[src/rtl/spi_pkg.sv]
// Shared types and constants for the SPI slave register bridge.
package spi_pkg;

    localparam int ADDR_W     = 8;
    localparam int DATA_W     = 32;
    localparam int FRAME_BITS = ADDR_W + DATA_W;
    localparam int RW_BIT     = 7;
    localparam int CNT_W      = 6;

    typedef enum logic [1:0] {
        IDLE,
        ADDR,
        DATA,
        DONE
    } spi_state_e;

endpackage

[src/rtl/spi_sync.sv]
// Multi-stage synchronizer for the SPI pins, plus rise/fall pulses on the synchronized sclk.
module spi_sync #(
    parameter int STAGES = 2
) (
    input  logic clk,
    input  logic rst,
    input  logic sclk,
    input  logic cs_n,
    input  logic mosi,
    output logic cs_n_s,
    output logic mosi_s,
    output logic sclk_rise,
    output logic sclk_fall
);

    logic [STAGES-1:0] sclk_q;
    logic [STAGES-1:0] cs_n_q;
    logic [STAGES-1:0] mosi_q;
    logic              sclk_prev;

    // cs_n resets to the deselected level so no frame starts spuriously after reset
    always_ff @(posedge clk or posedge rst) begin
        if (rst) begin
            sclk_q    <= '0;
            cs_n_q    <= '1;
            mosi_q    <= '0;
            sclk_prev <= 1'b0;
        end else begin
            sclk_q    <= {sclk_q[STAGES-2:0], sclk};
            cs_n_q    <= {cs_n_q[STAGES-2:0], cs_n};
            mosi_q    <= {mosi_q[STAGES-2:0], mosi};
            sclk_prev <= sclk_q[STAGES-1];
        end
    end

    assign cs_n_s    = cs_n_q[STAGES-1];
    assign mosi_s    = mosi_q[STAGES-1];
    assign sclk_rise = sclk_q[STAGES-1] & ~sclk_prev;
    assign sclk_fall = ~sclk_q[STAGES-1] & sclk_prev;

endmodule

[src/rtl/spi_slave_interface.sv]
// SPI Mode 0 slave bridging a host to the register bank (8-bit address + 32-bit data, LSB-first).
// Optional SPI_ADDR_CHECK_EN drops accesses to addresses above MAX_ADDR.
module spi_slave_interface #(
    parameter int ADDR_W      = 8,
    parameter int DATA_W      = 32,
    parameter int SYNC_STAGES = 2,
    parameter int MAX_ADDR    = 63
) (
    input  logic              clk,
    input  logic              rst,
    input  logic              spi_sclk,
    input  logic              spi_mosi,
    output logic              spi_miso,
    input  logic              spi_cs_n,
    output logic [ADDR_W-1:0] reg_addr,
    output logic [DATA_W-1:0] reg_wdata,
    input  logic [DATA_W-1:0] reg_rdata,
    output logic              reg_write,
    output logic              reg_read
);

    import spi_pkg::*;

    spi_state_e        state, state_next;
    logic              cs_n_s, mosi_s, sclk_rise, sclk_fall;
    logic [CNT_W-1:0]  cnt;
    logic [ADDR_W-1:0] addr_sr;
    logic [ADDR_W-1:0] addr_full;
    logic [DATA_W-2:0] data_sr;
    logic [DATA_W-1:0] tx_sr;
    logic              addr_done, data_done;
    logic              tx_load, tx_zero;
    logic              is_read;
    logic              rd_ok, wr_ok;

    spi_sync #(.STAGES(SYNC_STAGES)) u_sync (
        .clk       (clk),
        .rst       (rst),
        .sclk      (spi_sclk),
        .cs_n      (spi_cs_n),
        .mosi      (spi_mosi),
        .cs_n_s    (cs_n_s),
        .mosi_s    (mosi_s),
        .sclk_rise (sclk_rise),
        .sclk_fall (sclk_fall)
    );

    assign addr_full = {mosi_s, addr_sr[ADDR_W-1:1]};
    assign is_read   = addr_sr[RW_BIT];

`ifdef SPI_ADDR_CHECK_EN
    assign rd_ok = 32'(addr_full[RW_BIT-1:0]) <= 32'(MAX_ADDR);
    assign wr_ok = 32'(addr_sr[RW_BIT-1:0]) <= 32'(MAX_ADDR);
`else
    assign rd_ok = 1'b1;
    assign wr_ok = 1'b1;
`endif

    always_ff @(posedge clk or posedge rst) begin
        if (rst) state <= IDLE;
        else     state <= state_next;
    end

    // Deselect wins over a coincident sclk edge, so an aborted frame can never strobe
    always_comb begin
        state_next = state;
        addr_done  = 1'b0;
        data_done  = 1'b0;
        case (state)
            IDLE: if (!cs_n_s) state_next = IDLE == IDLE ? ADDR : IDLE;
            ADDR: begin
                if (cs_n_s) begin
                    state_next = IDLE;
                end else if (sclk_rise && cnt == CNT_W'(ADDR_W - 1)) begin
                    state_next = DATA;
                    addr_done  = 1'b1;
                end
            end
            DATA: begin
                if (cs_n_s) begin
                    state_next = IDLE;
                end else if (sclk_rise && cnt == CNT_W'(DATA_W - 1)) begin
                    state_next = DONE;
                    data_done  = 1'b1;
                end
            end
            DONE: if (cs_n_s) state_next = IDLE;
            default: state_next = IDLE;
        endcase
    end

    always_ff @(posedge clk or posedge rst) begin
        if (rst) begin
            cnt       <= '0;
            addr_sr   <= '0;
            data_sr   <= '0;
            tx_sr     <= '0;
            tx_load   <= 1'b0;
            tx_zero   <= 1'b0;
            reg_addr  <= '0;
            reg_wdata <= '0;
            reg_write <= 1'b0;
            reg_read  <= 1'b0;
        end else begin
            reg_write <= 1'b0;
            reg_read  <= 1'b0;
            tx_load   <= 1'b0;

            if (state_next != state)
                cnt <= '0;
            else if (sclk_rise && (state == ADDR || state == DATA))
                cnt <= cnt + CNT_W'(1);

            if (state == ADDR && sclk_rise && !cs_n_s)
                addr_sr <= addr_full;
            if (state == DATA && sclk_rise && !cs_n_s)
                data_sr <= {mosi_s, data_sr[DATA_W-2:1]};

            if (addr_done && addr_full[RW_BIT]) begin
                tx_load <= 1'b1;
                tx_zero <= !rd_ok;
                if (rd_ok) begin
                    reg_read <= 1'b1;
                    reg_addr <= {1'b0, addr_full[RW_BIT-1:0]};
                end
            end

            if (data_done && !is_read && wr_ok) begin
                reg_write <= 1'b1;
                reg_addr  <= {1'b0, addr_sr[RW_BIT-1:0]};
                reg_wdata <= {mosi_s, data_sr};
            end

            // The fall that precedes the first data rise must not shift: bit 0 is already on miso
            if (tx_load)
                tx_sr <= tx_zero ? '0 : reg_rdata;
            else if (state == DATA && sclk_fall && cnt != '0)
                tx_sr <= {1'b0, tx_sr[DATA_W-1:1]};
        end
    end

    assign spi_miso = (state == DATA && is_read) ? tx_sr[0] : 1'b0;

endmodule

[config.mk]
export PLATFORM = sky130hd
export DESIGN_NAME = spi_slave_interface
export DESIGN_NICKNAME = d
export VERILOG_FILES = /design/src/rtl/spi_pkg.sv /design/src/rtl/spi_sync.sv /design/src/rtl/spi_slave_interface.sv
export SDC_FILE = /design/constraint.sdc
export NUM_CORES = 1
export LEC_CHECK = 0
export BUFFER_PORTS_ARGS = -buffer_cell sky130_fd_sc_hd__buf_2
export CORE_MARGIN = 5
export CORE_UTILIZATION = 30
export CTS_CLUSTER_DIAMETER = 150
export CTS_CLUSTER_SIZE = 25
export DETAILED_ROUTE_END_ITERATION = 12
export PLACE_DENSITY = 0.55
export RECOVER_POWER = 100
export SYNTH_ARGS = -nofsm -noshare
export SYNTH_HDL_FRONTEND = slang
export SYNTH_HIERARCHICAL = 1
export SYNTH_SLANG_ARGS = --single-unit
[constraint.sdc]
create_clock -name clk -period 4.25 [get_ports clk]
set_clock_uncertainty 0.2 [all_clocks]
set_input_delay 0.2125 -clock clk [delete_from_list [all_inputs] [get_ports clk]]
set_output_delay 0.2125 -clock clk [all_outputs]
set_load 0.05 [all_outputs]
# Yosys cells after proc, flatten, opt, wreduce, memory -nomap -nowiden
# Index checks and enable logic that the tools add are counted.
# classes
n_addsub,1
n_eq_ne,6
mux,22
bitwise,4
reduce_logical,20
# ops
cell,n
32-bit 2-to-1 mux,2
8-bit 2-to-1 mux,2
1-bit logical AND,12
2-bit 2-to-1 mux,6
6-bit 2-to-1 mux,2
1-bit 2-to-1 mux,9
2-bit case mux with 4 select lines,1
6-bit by 1-bit adder with 6-bit output (second input constant),1
6-bit by 3-bit == test with 1-bit output (second input constant),1
6-bit by 5-bit == test with 1-bit output (second input constant),1
2-bit nonzero test,3
6-bit nonzero test,1
2-bit == test (second input constant),2
1-bit AND,2
2-bit by 1-bit == test with 1-bit output (second input constant),1
1-bit logical NOT,2
2-bit logical NOT,1
2-bit != test,1
1-bit inverter,2
1-bit logical OR,1
# word_totals
reg_bits,128
out_inout_bits,43
wordCells,66

# Logic depth before layout (Yosys ltp)
# Gate-level depths: netlist (run 1).
# logic_depth
ltp_word,9
ltp_mapped,10
mapped_depth_nobuf,7

# Modules after synthesis
# Netlist (run 1), hierarchy kept.
# by_module_without_submodules
mod,instances,cells_per_inst,area_per_inst_um2,seq_area_each_um2
spi_slave_interface,1,440,5287.6,3002.9
spi_sync,1,10,196.4,177.7

# Least setup slack after synthesis (run 1)
# Ideal clock, no wire load.
# synth_timing
path_kind,register to register
start,register state[0]
end,register tx_sr[19]
arrival_ns,1.891
t_required_ns,3.925
path_slack_ns,2.034
path_stages_with_launch,8
path_buffers,1
path_cell_list,dfrtp_1 > inv_1 > ha_1 > nand2_1 > a31oi_2 > buf_6 > mux2_2 > mux2_2
# synth_between
elab_chain_cells,4
# synth_lines
element,line_no,text
from (decl),spi_slave_interface.sv:24,"spi_state_e state, state_next;"
from (signal assigned),spi_slave_interface.sv:61,else state <= state_next;
2-bit == test,spi_slave_interface.sv:137,else if (state == DATA && sclk_fall && cnt != '0)
1-bit logical AND (2 in series),spi_slave_interface.sv:137,
2-bit nonzero test (no source line),--,
to (signal assigned),spi_slave_interface.sv:136,tx_sr <= tx_zero ? '0 : reg_rdata;
to (signal assigned),spi_slave_interface.sv:138,"tx_sr <= {1'b0, tx_sr[DATA_W-1:1]};"
to (decl),spi_slave_interface.sv:30,logic [DATA_W-1:0] tx_sr;
# No other way between the ends.
# A chain may end at the register's enable or synchronous reset.

# Worst setup path in the final report (run 1)
# layout_timing
start,register state[0]
end,register tx_sr[15]
# The elaborated chain is that of the path after synthesis.

==> impl_summary.txt, run 1 <==
----------------------------------------------------
[Die]
  I/O pin count ... 80
  Starting Density ... 0.305
  Die width ... 145 µm
  Row Count ... 49
  Die boundary height ... 145 µm
  Placeable core region ... 18000 µm²
  Die footprint ... 21100 µm²

[Global routing]
  Maximum number of pins on one net before global-route repair ... 62
  Total routing resource utilization after global routing ... 0.113
  Antenna violations before repair ... 0
  Via count of the first global-routing pass ... 3832
  Wire length of the first global-routing pass ... 19.5 mm
  Final global-route overflow total ... 0

[Detailed routing]
  Avg Vias per Cell ... 4.43
  DRC violations left ... 0
  Drt initial violations ... 172
  Vias ... 3583
  DRT Pass-1 Iters ... 4
  Residual antenna-violating net count after detailed routing ... 0
  Routed length per placed instance ... 13.8 µm
  Overall routed net length ... 11.2 mm

[Place]
  Quantity of I/O buffers inserted on ports ... 78
  Total placed instance area ... 6050 µm²
  Half-perimeter wire length after detailed placement ... 7.29 mm
  Routability-driven placement congestion ratio ... 0.776
  Post-place setup slack ... 1.39 ns

[Power and ir drop]
  Part of the total power dissipated in combinational logic ... 0.076
  Sum of internal, switching and leakage power ... 3.02 mW
  Internal power consumption ... 2.31 mW
  Standby leakage power ... 3.48 nW
  Share of total power in sequential cells ... 0.429
  Clk network pwr share ... 0.495
  Switch Pwr ... 706 µW
  Switching power as a share of total power ... 0.234
  Worst supply voltage drop on vdd ... 0.303 mV
  Power density over cell area ... 434 nW/µm²

[Synthesis]
  Proportion of synthesized flip-flops having asynchronous set or reset ... 1.00
  Syn Area/Cell ... 12.2 µm²
  Post-synth EDFFs ... 0
  Syn Nets ... 493
  Netlist Area Pre-Place ... 5480 µm²
  Instance count of the mapped netlist ... 450
  Count of different cell masters after synthesis ... 41
  FF+latch count, synth ... 127
  Seq/Total Area, Yosys ... 0.580
  Yosys warns ... 6
  Most common flop cell mapped by yosys ... sky130_fd_sc_hd__dfrtp_1

[STA]
  RSZ-0062 raised after global routing ... no
  Final setup margin ... 0.858 ns
  Final count of pins violating max slew ... 162
  Worst-margin pin slew ... 2.36 ns
  Final Hold Fails ... 0
  Shortest period the worst path allows ... 3.39 ns
  Total setup violations reported at the end of the flow ... 0
  Worst slew margin ... -0.573
  Crit share post-route ... 0.798
  Post-Route Setup TNS ... 0 ns
  Maximum frequency from static timing analysis ... 295 MHz
  Final-layout worst hold slack ... 0.0542 ns

[Run status]
  Result of the run ... complete, but fails checks
  Violations in the final reports ... max-capacitance violations, max-slew violations

[Final layout]
  Antenna diodes ... 0
  Most common cell after layout, fill and taps aside ... sky130_fd_sc_hd__dfrtp_1
  Area added between synthesis and finish ... 26.6%
  Sequential cell area ... 3180 µm²
  Layout Nets ... 609
  Share of layout cells above drive strength 1 ... 0.313
  Design area ... 6940 µm²
  Area occupied by multi-input gates ... 2100 µm²
  Top library cells by usage in the layout, fill and taps aside ... sky130_fd_sc_hd__dfrtp_1, sky130_fd_sc_hd__nand2_1, sky130_fd_sc_hd__mux2_2
  Fill cell count ... 1759

[Clock tree]
  Number of clock sinks ... 127
  TritonCTS clock tree ... yes
  CTS root buffer ... sky130_fd_sc_hd__clkbuf_16
  Post-cts resize count ... 0
  Post-CTS Repair Setup Buffers ... 0
  # H-tree levels ... 4
  Clock-pin slew of the registers on the worst-case setup and hold paths ... 0.06 ns
  Maximum number of buffers from clock root to sink ... 2
  Clock insertion delay at the later pin of the skew report ... 0.42 ns
  Inserted Clock Buffers ... 17

[Setup path]
  Arrival time worst endpoint ... 3.49 ns
  Peak fanout along the critical path ... 32
  Element type at the critical path end ... flop
  Required time of the critical path ... 4.34 ns
  Start-to-end type of the worst setup path ... flop to flop
  Number of cells traversed by the worst register-to-register path ... 6
  CP startpoint kind ... flop

[Run]
  Max-cap violations ... 4

[Worst hold path]
  Worst Hold Class ... input port to async pin

----------------------------------------------------
[power by group through the flow]
stage               clock, mW  combinational, mW  sequential [mW]
floorplan                   0              0.145             1.30
global placement            0              0.192             1.31
detailed placement          0              0.205             1.32
CTS                      1.54              0.233             1.29
global route             1.60              0.257             1.30
finish                   1.49              0.228             1.29
[timing repair]
item	4_1_cts	5_1_grt
endpoints found under the setup margin	0	0
hold buffers	36	0
hold endpoints to repair	101	0
[state kept, by name, indices dropped and copies added (netlist names)]
signal / cells
reg_wdata: 32
tx_sr: 32
data_sr: 31
addr_sr: 8
reg_addr: 7
cnt: 6
state: 2
u_sync/cs_n_q: 2
u_sync/mosi_q: 2
u_sync/sclk_q: 2
reg_write: 1
tx_load: 1
u_sync/sclk_prev: 1
[kinds of logic (layout without fill, tap and decap cells)]
logic type | after synthesis | in the layout | share of synthesized area
and+or+nand+nor | 154 | 154 | 0.119
xor gates and xnor gates | 5 | 5 | 0.00799
AOI/OAI and AO/OA | 24 | 24 | 0.0315
DFF | 127 | 127 | 0.580
adders and majority gates | 6 | 6 | 0.0137
muxes | 102 | 102 | 0.209
buffers and inverters | 31 | 160 | 0.0376
other | 1 | 1 | 0.000684
[critical path: stages, from the launching register on]
cell                      delay, ns
sky130_fd_sc_hd__dfrtp_1       0.42
sky130_fd_sc_hd__inv_1         0.15
sky130_fd_sc_hd__ha_1          0.28
sky130_fd_sc_hd__nand2_1       0.09
sky130_fd_sc_hd__a31oi_2       1.39
sky130_fd_sc_hd__mux2_2        0.44
sky130_fd_sc_hd__mux2_2        0.26
[path summary, 6_finish.rpt]
kind | start | end | slack, ns
max | state[0]$_DFF_PP0_ | tx_sr[15]$_DFFE_PP0P_ | 0.86
min | rst | u_sync/mosi_q[0]$_DFF_PP0_ | 0.05
max reg2reg | state[0]$_DFF_PP0_ | tx_sr[15]$_DFFE_PP0P_ | 0.86
min reg2reg | u_sync/sclk_q[0]$_DFF_PP0_ | u_sync/sclk_q[1]$_DFF_PP0_ | 0.15
max in group asynchronous | rst | reg_wdata[7]$_DFFE_PP0P_ | 1.41
min in group clk | u_sync/sclk_q[0]$_DFF_PP0_ | u_sync/sclk_q[1]$_DFF_PP0_ | 0.15
[metal layers]
layer  part of all wire  vias up  GRT usage
met3              0.038       21     0.0393
met5                  0        -          0
met1               0.46     1757      0.143
met2               0.49       60      0.178
li1                   -     1745          -
met4              0.017        0     0.0438
[metrics by stage]
| step | instances | util |
|---|---|---|
| after floorplan | 450 | - |
| after global placement | 740 | 0.337 |
| after detailed placement | 740 | 0.337 |
| after CTS | 808 | 0.391 |
| after global routing | 808 | 0.386 |
| final | 808 | 0.386 |
[area by class of cell]
class,instances,share of cell area
clock buffer,19,0.0652
clock inverter,13,0.0233
inverter,9,0.00505
multi-input combinational,292,0.302
sequential,127,0.458
tap,229,0.0413
timing repair buffer,119,0.105
[cell usage after synthesis, drive strengths merged, types with 3 or more instances]
cell | number | area, µm²
dfrtp | 125 | 3130
nand2 | 114 | 430
mux2 | 101 | 1140
buf | 15 | 134
nor2 | 12 | 45.0
a21oi | 11 | 73.8
nor3 | 10 | 61.3
inv | 8 | 30.0
clkbuf | 7 | 26.3
ha | 6 | 75.1
xnor2 | 5 | 43.8
nand3 | 4 | 20.0
o21ai | 4 | 20.0
and3 | 3 | 20.0
nor2b | 3 | 18.8
or3 | 3 | 18.8
(Power assumes the default switching activity.)
==> run 2, diff against run 1 <==
==> constraint.sdc (replaced) <==
create_clock -name clk -period 3.4 [get_ports clk]
set_clock_uncertainty 0.2 [all_clocks]
set_input_delay 0.17 -clock clk [delete_from_list [all_inputs] [get_ports clk]]
set_output_delay 0.17 -clock clk [all_outputs]
set_load 0.05 [all_outputs]
==> run 2 against run 1 <==
Compared with the run above:
- the run still ends with max-capacitance violations, max-slew violations left
- setup slack worse by 0.40 ns
- maximum frequency up 15%
- sequential cell count unchanged
- total power is 24% higher
- cell count stayed put
- register-to-register slack worse by 0.40 ns
- combinational power increased by 25%
- critical path depth is 1 lower
- sequential share of layout area barely moved
- via count decreased by 0.89%
- die area did not move
- hold slack better by 0.0080 ns
- critical endpoint is now data_sr[14]$_DFFE_PP0P_
- largest cell class unchanged
- highest routed layer unchanged
==> impl_summary.txt, run 2 (same netlist as run 1, synthesis figures left out) <==
----------------------------------------------------
[Run]
  Max-cap violations ... 2 (was 4)

[Setup path]
  Number of cells traversed by the worst register-to-register path ... 5 (was 6)
  Arrival time worst endpoint ... 3.03 ns (was 3.49 ns)
  Element type at the critical path end ... flop (unchanged)
  Start-to-end type of the worst setup path ... flop to flop (unchanged)
  CP startpoint ... state[0]$_DFF_PP0_ (unchanged)
  Peak fanout along the critical path ... 31 (was 32)
  CP startpoint kind ... flop (unchanged)
  Reg2Reg Setup Slack ... 0.46 ns (was 0.86 ns)
  Origin of the critical flop-to-flop path ... state[0]$_DFF_PP0_ (unchanged)
  Required time of the critical path ... 3.49 ns (was 4.34 ns)
  Reg-to-Reg End ... data_sr[14]$_DFFE_PP0P_ (was tx_sr[15]$_DFFE_PP0P_)

[Final layout]
  Share of layout cells above drive strength 1 ... 0.311 (was 0.313)
  Antenna diodes ... 0 (unchanged)
  Top Registers ... reg_wdata (32), tx_sr (32), data_sr (31) (unchanged)
  Fill cell count ... 1740 (was 1759)
  Most common cell after layout, fill and taps aside ... sky130_fd_sc_hd__dfrtp_1 (unchanged)
  Area added between synthesis and finish ... 26.5% (was 26.6%)
  Top library cells by usage in the layout, fill and taps aside ... sky130_fd_sc_hd__dfrtp_1, sky130_fd_sc_hd__nand2_1, sky130_fd_sc_hd__mux2_2 (unchanged)
  Layout Nets ... 609 (unchanged)

[Clock tree]
  Inserted Clock Buffers ... 17 (unchanged)
  Clock insertion delay at the later pin of the skew report ... 0.41 ns (was 0.42 ns)
  Clock-pin slew of the registers on the worst-case setup and hold paths ... 0.05 ns (was 0.06 ns)
  TritonCTS clock tree ... yes (unchanged)
  Number of clock sinks ... 127 (unchanged)
  Maximum number of buffers from clock root to sink ... 2 (unchanged)
  CTS root buffer ... sky130_fd_sc_hd__clkbuf_16 (unchanged)
  Post-CTS Repair Setup Buffers ... 0 (unchanged)
  # H-tree levels ... 4 (unchanged)

[Power and ir drop]
  Power density over cell area ... 540 nW/µm² (was 434 nW/µm²)
  Worst supply voltage drop on vdd ... 0.416 mV (was 0.303 mV)
  Standby leakage power ... 3.47 nW (was 3.48 nW)

[STA]
  Worst-margin pin slew ... 1.67 ns (was 2.36 ns)
  RSZ-0062 raised after global routing ... no (unchanged)
  Final-layout worst hold slack ... 0.0622 ns (was 0.0542 ns)
  Post-Route Setup TNS ... 0 ns (unchanged)
  Shortest period the worst path allows ... 2.94 ns (was 3.39 ns)
  Maximum frequency from static timing analysis ... 340 MHz (was 295 MHz)
  Final Hold Fails ... 0 (unchanged)
  Crit share post-route ... 0.864 (was 0.798)
  Final count of pins violating max slew ... 153 (was 162)
  Total setup violations reported at the end of the flow ... 0 (unchanged)
  Worst slew margin ... -0.116 (was -0.573)

[Die]
  Die footprint ... 21100 µm² (unchanged)
  Starting Density ... 0.305 (unchanged)
  Placeable core region ... 18000 µm² (unchanged)
  Row Count ... 49 (unchanged)
  Die boundary height ... 145 µm (unchanged)
  I/O pin count ... 80 (unchanged)
  Die width ... 145 µm (unchanged)

[Detailed routing]
  Drt initial violations ... 132 (was 172)
  Vias ... 3551 (was 3583)
  Routed length per placed instance ... 13.7 µm (was 13.8 µm)
  Residual antenna-violating net count after detailed routing ... 0 (unchanged)
  Avg Vias per Cell ... 4.39 (was 4.43)
  DRT Pass-1 Iters ... 4 (unchanged)
  DRC violations left ... 0 (unchanged)
  Overall routed net length ... 11.1 mm (was 11.2 mm)

[Global routing]
  Maximum number of pins on one net before global-route repair ... 121 (was 62)
  Via count of the first global-routing pass ... 3908 (was 3832)
  Wire length of the first global-routing pass ... 19.5 mm (about the same)
  Total routing resource utilization after global routing ... 0.112 (was 0.113)
  Antenna violations before repair ... 0 (unchanged)
  Final global-route overflow total ... 0 (unchanged)

[Worst hold path]
  Worst Hold Class ... input port to async pin (unchanged)

[Run status]
  Violations in the final reports ... max-capacitance violations, max-slew violations (unchanged)
  Result of the run ... complete, but fails checks (unchanged)

[Place]
  Routability-driven placement congestion ratio ... 0.745 (was 0.776)
  Half-perimeter wire length after detailed placement ... 7.21 mm (was 7.29 mm)
  Quantity of I/O buffers inserted on ports ... 78 (unchanged)

----------------------------------------------------
-- run 2: power breakdown --
part | internal [mW] | switching (mW) | total (mW)
Sequential | 1.56 | 0.0523 | 1.62
Clock | 1.19 | 0.654 | 1.84
Combinational | 0.131 | 0.154 | 0.284
Total | 2.88 | 0.860 | 3.74
-- run 2: worst max-delay path by stage --
stage | to | slack (ns)
6_report | data_sr[14]$_DFFE_PP0P_ | 0.46
5_1_grt | data_sr[7]$_DFFE_PP0P_ | 0.30
4_1_cts | cnt[0]$_DFFE_PP0P_ | 0.80
3_5_place_dp | cnt[4]$_DFFE_PP0P_ | 0.82
3_3_place_gp | tx_sr[8]$_DFFE_PP0P_ | 0.99
2_1_floorplan | tx_sr[19]$_DFFE_PP0P_ | 1.18
-- run 2: critical path, cell delays in order (launching register included) --
cell and delay (ns):
sky130_fd_sc_hd__dfrtp_1 0.42, sky130_fd_sc_hd__inv_1 0.13, sky130_fd_sc_hd__ha_1 0.30, sky130_fd_sc_hd__nand2_1 0.10, sky130_fd_sc_hd__clkbuf_1 1.21, sky130_fd_sc_hd__mux2_2 0.44
-- run 2: layout make-up --
class                           count  area [µm²]  share of cell area
Multi-Input combinational cell    292        2110               0.304
Timing Repair Buffer              119         726               0.105
Tap cell                          229         287              0.0413
Inverter                            9        38.8             0.00559
Clock buffer                       22         464              0.0669
Sequential cell                   127        3180               0.458
Clock inverter                     10         136              0.0197
-- run 2: routing by layer --
metal / vias up / wire length, µm / track usage
li1: 1748 / - / -
met1: 1716 / 4950 / 0.139
met2: 71 / 5450 / 0.182
met3: 16 / 483 / 0.0340
met4: 0 / 211 / 0.0485
met5: - / 0 / 0
-- run 2: metrics by stage --
| step | worst slack [ns] | instance area [µm²] | power (mW) | util | cells |
|---|---|---|---|---|---|
| floorplan | 1.18 | 5490 | 1.81 | - | 450 |
| global placement | 0.992 | 6060 | 1.88 | 0.338 | 740 |
| detailed placement | 0.824 | 6060 | 1.90 | 0.338 | 740 |
| CTS | 0.802 | 7020 | 3.80 | 0.391 | 808 |
| global route | 0.302 | 6940 | 3.91 | 0.386 | 808 |
| finish | 0.463 | 6940 | 3.74 | 0.386 | 808 |
-- run 2: repair_timing --
| item | in CTS | in global routing |
|---|---|---|
| resized for setup | 0 | 0 |
| hold buffers | 36 | 0 |
| endpoints found under the hold margin | 162 | 0 |
